File: config.mk
export PLATFORM = sky130hd
export DESIGN_NAME = note_scroller
export DESIGN_NICKNAME = d
export VERILOG_FILES = /design/src/rtl/note_scroller.sv
export SDC_FILE = /design/constraint.sdc
export NUM_CORES = 1
export LEC_CHECK = 0
export ABC_AREA = 1
export BUFFER_PORTS_ARGS = -buffer_cell sky130_fd_sc_hd__buf_4
export CAP_MARGIN = 20
export CORE_MARGIN = 2
export CORE_UTILIZATION = 50
export CTS_BUF_LIST = sky130_fd_sc_hd__clkbuf_4
export CTS_CLUSTER_SIZE = 25
export DETAILED_ROUTE_END_ITERATION = 8
export GPL_ROUTABILITY_DRIVEN = 0
export PLACE_DENSITY = 0.67
export SLEW_MARGIN = 20
export SYNTH_ARGS = -nofsm -noshare
export SYNTH_HDL_FRONTEND = slang
export SYNTH_SLANG_ARGS = --single-unit
File: constraint.sdc
create_clock -name CLOCK_25 -period 21.8 [get_ports CLOCK_25]
set_input_delay 1.09 -clock CLOCK_25 [delete_from_list [all_inputs] [get_ports CLOCK_25]]
set_output_delay 1.09 -clock CLOCK_25 [all_outputs]
set_load 0.01 [all_outputs]
File: src/rtl/note_scroller.sv
// note_scroller: falling-note engine with lane-wise hit judging, despawn miss counting,
// saturating score counters and combinational per-lane sprite enables.
module note_scroller #(
  parameter int LANES    = 4,
  parameter int SLOTS    = 8,
  parameter int TICK_DIV = 800000,
  parameter int SPEED    = 4,
  parameter int SCREEN_W = 640,
  parameter int SCREEN_H = 480,
  parameter int NOTE_H   = 16,
  parameter int HIT_Y    = 440,
  parameter int HIT_WIN  = 12,
  parameter int X_W      = 10,
  parameter int Y_W      = 10
) (
  input  logic                       CLOCK_25,
  input  logic                       reset,
  input  logic                       spawn_valid,
  input  logic [LANES-1:0]           spawn_lanes,
  output logic                       spawn_ready,
  input  logic [LANES-1:0]           press,
  input  logic [X_W-1:0]             pixel_x,
  input  logic [Y_W-1:0]             pixel_y,
  output logic [LANES-1:0]           sprite_on,
  output logic                       hit_pulse,
  output logic                       miss_pulse,
  output logic [15:0]                score,
  output logic [15:0]                miss_count,
  output logic [$clog2(SLOTS+1)-1:0] active_count
);
  localparam int CW = TICK_DIV > 1 ? $clog2(TICK_DIV) : 1;
  localparam int AW = $clog2(SLOTS + 1);
  localparam int COL_W = SCREEN_W / LANES;
  logic [SLOTS-1:0] valid, valid_n;
  logic [LANES-1:0] mask [SLOTS];
  logic [LANES-1:0] mask_n [SLOTS];
  logic [Y_W-1:0] y [SLOTS];
  logic [Y_W-1:0] y_n [SLOTS];
  logic [CW-1:0] cnt;
  logic [LANES-1:0] prev, rise;
  logic tick, hit_found, free_found;
  logic [16:0] hits, misses, score_sum, miss_sum;

  assign tick = cnt == CW'(TICK_DIV - 1);
  assign rise = press & ~prev;
  assign spawn_ready = ~&valid;
  assign score_sum = {1'b0, score} + hits;
  assign miss_sum = {1'b0, miss_count} + misses;

  // Hits clear bits first, then tick/despawn sees the post-hit masks, then spawn fills a pre-edge free slot.
  always_comb begin
    valid_n = valid;
    mask_n = mask;
    y_n = y;
    hits = '0;
    misses = '0;
    hit_found = 1'b0;
    free_found = 1'b0;
    for (int l = 0; l < LANES; l++) begin
      hit_found = 1'b0;
      for (int s = 0; s < SLOTS; s++)
        if (rise[l] && !hit_found && valid[s] && mask[s][l] &&
            int'(y[s]) + NOTE_H / 2 >= HIT_Y - HIT_WIN &&
            int'(y[s]) + NOTE_H / 2 <= HIT_Y + HIT_WIN) begin
          mask_n[s][l] = 1'b0;
          hit_found = 1'b1;
          hits = hits + 17'd1;
        end
    end
    for (int s = 0; s < SLOTS; s++)
      if (valid[s]) begin
        if (mask_n[s] == '0) valid_n[s] = 1'b0;
        else if (tick) begin
          y_n[s] = y[s] + Y_W'(SPEED);
          if (int'(y[s]) + SPEED >= SCREEN_H) begin
            valid_n[s] = 1'b0;
            for (int b = 0; b < LANES; b++) misses = misses + 17'(mask_n[s][b]);
          end
        end
      end
    for (int s = 0; s < SLOTS; s++)
      if (!valid[s] && !free_found) begin
        free_found = 1'b1;
        if (spawn_valid && spawn_lanes != '0) begin
          valid_n[s] = 1'b1;
          mask_n[s] = spawn_lanes;
          y_n[s] = '0;
        end
      end
  end

  always_comb begin
    sprite_on = '0;
    active_count = '0;
    for (int s = 0; s < SLOTS; s++) begin
      active_count = active_count + AW'(valid[s]);
      for (int l = 0; l < LANES; l++)
        if (valid[s] && mask[s][l] &&
            int'(pixel_x) >= l * COL_W && int'(pixel_x) < (l + 1) * COL_W &&
            int'(pixel_y) >= int'(y[s]) && int'(pixel_y) < int'(y[s]) + NOTE_H)
          sprite_on[l] = 1'b1;
    end
  end

  always_ff @(posedge CLOCK_25) begin
    prev <= press;
    if (reset) begin
      valid <= '0;
      cnt <= '0;
      score <= '0;
      miss_count <= '0;
      hit_pulse <= 1'b0;
      miss_pulse <= 1'b0;
    end else begin
      valid <= valid_n;
      mask <= mask_n;
      y <= y_n;
      cnt <= tick ? '0 : cnt + CW'(1);
      hit_pulse <= hits != '0;
      miss_pulse <= misses != '0;
      score <= score_sum[16] ? 16'hFFFF : score_sum[15:0];
      miss_count <= miss_sum[16] ? 16'hFFFF : miss_sum[15:0];
    end
  end
endmodule

==> flow_metrics.tcl <==
set metrics [dict create \
    hold_viol 0 \
    cts_buffers 17 \
    drc 0 \
    cp_slowest_cell "edfxtp_1" \
    period_share 0.939 \
    dieArea_mm2 0.0395 \
    viasPerCell 5.46 \
    fillCellCount 3689 \
    maxSlewHeadroom 0.266 \
    grt_pass1_vias 17000 \
    cts_sinks 162 \
    cellPowerDensity_mw_per_mm2 43.6 \
    clk_path_buf_depth 2 \
    layout_setup_ws_ns 1.33 \
    crit_fanout 10 \
    layout_commonest_cell "nand2_1" \
    grt_max_degree 65 \
    worst_pin_slew_ns 1.09 \
    worst_ep_required_time_ns 22.36 \
    layout_common_cells "547 x nand2_1, 444 x inv_1, 237 x ha_1" \
    synthCells 2733 \
    synthSimpleGateAreaFrac 0.292 \
    vdd_ir_drop_max_mv 0.0265 \
    slowest_delay_ns 0.49 \
    first_pass_iters 6 \
    ff2ff_path_depth 126 \
    fmax_mhz 48.9 \
    yosys.area_share.xor_xnor 0.0456 \
    drive_gt1_frac 0.104 \
    cp_common_cell "nand2_1" \
    end_kind "register" \
    fin_crit_ns 20.47 \
    slew_violations 0 \
    finalWirelength_mm 52.6 \
    fp.dieW_um 199 \
    setup_viol 0 \
    dp_hpwl_mm 41.7 \
    synth_top_cell_by_area "ha_1" \
    io_pins 74 \
    synthMuxAreaShare 0.00112 \
    portBuffers 66 \
    avgSynthCellArea_um2 6.93 \
    final.setup.tns_ns 0 \
    synth_top_area_frac 0.159 \
    hold_depth 1 \
    synth_area_mm2 0.0189 \
    critPathArrivalTime_ns 21.03 \
    drtIter0Drc 1746 \
    synth_compound_area_frac 0.147 \
    synth_top_family_by_area "simple AND/OR/NAND/NOR gates" \
    core_area_mm2 0.0375 \
    cts_tree "yes" \
    postRouteAntennaNets 0 \
    antenna_found_initial 1 \
    synthDistinctLibCells 76 \
    ys.flop_type "edfxtp_1" \
    fin_skew_ns 0.0279 \
    syn2layout_area_growth_pct 8.00 \
    outcome "complete, no violations" \
    die_h_um 199 \
    synth.area.top_cells "ha_1 16%, edfxtp_1 15%, nand2_1 11%" \
    pre_cts_ws_ns 0.920 \
    start_util 0.505 \
    hold_path.class "reg -> reg" \
    path_clk_slew_ns 0.16 \
    critPathKind "reg -> reg" \
    overflow 0 \
    gr-usage-all-layers 0.269 \
    ys_warn_count 0 \
    routedWlPerCell_um 15.7 \
    ys_seq_area_frac 0.222 \
    synth-async-reset-ratio 0 \
    vias 18300 \
    ctsHtreeMaxLevel 4 \
    num_rows 71 \
    cts-root-buf "clkbuf_4" \
    fin_util 0.546 \
    worstSetupStartpointType "register" \
    grt_pass1_wl_mm 84.8 \
    max-cap-violations 0 \
    synth-edff-count 96 \
    final_nets 3116 \
    synthAdderAreaFrac 0.188 \
    p_leak_nw 10.2 \
    clkLatencyLatePin_ns 0.66 \
    ys_seq_elements 162 \
]
-- per-layer routing --
layer,share of wire,track usage
met5,0,0
met4,0.025,0.0746
met2,0.45,0.439
met3,0.059,0.0353
met1,0.47,0.371
-- worst paths after layout --
check               from        end  slack (ns)
setup / recovery   y[74]  score[15]        1.33
hold / removal    cnt[0]     cnt[0]        0.46
setup reg to reg   y[74]  score[15]        1.33
hold reg to reg   cnt[0]     cnt[0]        0.46
-- repair_timing --
item | in CTS | in global routing
hold buffers | 0 | 0
resized for setup | 0 | 22
setup endpoints to repair | 0 | 16
setup buffers | 0 | 13
-- metrics by stage --
stage / instances / total power [mW] / hold WS, ns / cell area, um^2
floorplan: 2746 / 0.584 / 0.418 / 19000
global placement: 3296 / 0.668 / 0.430 / 20000
detailed placement: 3296 / 0.678 / 0.438 / 20000
CTS: 3328 / 0.886 / 0.460 / 20300
global route: 3342 / 0.952 / 0.480 / 20500
finish: 3342 / 0.892 / 0.458 / 20500
-- state kept, by name, summed over array words and instances (netlist names) --
signal / count
y: 64
mask: 32
cnt: 20
miss_count: 16
score: 16
valid: 8
prev: 4
hit_pulse: 1
miss_pulse: 1
-- where the power goes --
part / switching (mW) / total [mW] / internal, mW
sequential: 0.0273 / 0.382 / 0.354
clock: 0.134 / 0.208 / 0.0736
combinational: 0.182 / 0.302 / 0.120
-- cells in the mapped netlist, drive strengths merged (2+ instances only) --
| cell type | count |
|---|---|
| nor3b | 7 |
| o311ai | 2 |
| o2111ai | 2 |
| inv | 470 |
| nor2 | 260 |
| nor3 | 60 |
| dfxtp | 66 |
| o21bai | 20 |
| xnor2 | 17 |
| a211oi | 3 |
| o21ai | 182 |
| buf | 11 |
| nor4 | 24 |
| clkbuf | 20 |
| o21a | 24 |
| edfxtp | 96 |
| o211ai | 10 |
| nand3 | 156 |
| nand3b | 11 |
| o22ai | 23 |
| o41ai | 3 |
| or4 | 4 |
| nand2 | 620 |
| clkinv | 4 |
| a21o | 4 |
| fa | 28 |
| a21oi | 181 |
| xor2 | 80 |
| nand4 | 36 |
| o32ai | 3 |
| a31oi | 12 |
| a2111oi | 2 |
| and3 | 2 |
| o31ai | 9 |
| ha | 240 |
| and2 | 6 |
| a21boi | 3 |
| or2 | 18 |
-- worst max-delay path, delay by kind of cell (launching register included) --
| family | cells | cell delay [ns] |
|---|---|---|
| compound gates | 16 | 2.02 |
| fa+ha+maj | 31 | 8.95 |
| buf+inv | 13 | 1.09 |
| simple gates | 66 | 7.86 |
| flops | 1 | 0.49 |
-- kinds of logic (layout without fill, tap and decap cells) --
kind of cell	count (synthesis)	after routing
compound gates	490	490
simple gates	1206	1206
fa+ha+maj	268	268
buf+inv	507	591
flops	162	162
mux	2	2
other cells	1	15
xor+xnor	97	97
-- final cells by class --
cell class | count | area (um^2) | share of cell area
Tap cell | 511 | 639 | 0.0313
Clock inverter | 14 | 169 | 0.00826
Clock buffer | 18 | 135 | 0.00661
Multi-Input combinational cell | 2077 | 12900 | 0.629
Sequential cell | 162 | 4200 | 0.206
Inverter | 475 | 1800 | 0.0881
Antenna cell | 1 | 2.50 | 0.000122
Timing Repair Buffer | 84 | 634 | 0.0310
(Power assumes the default switching activity.)
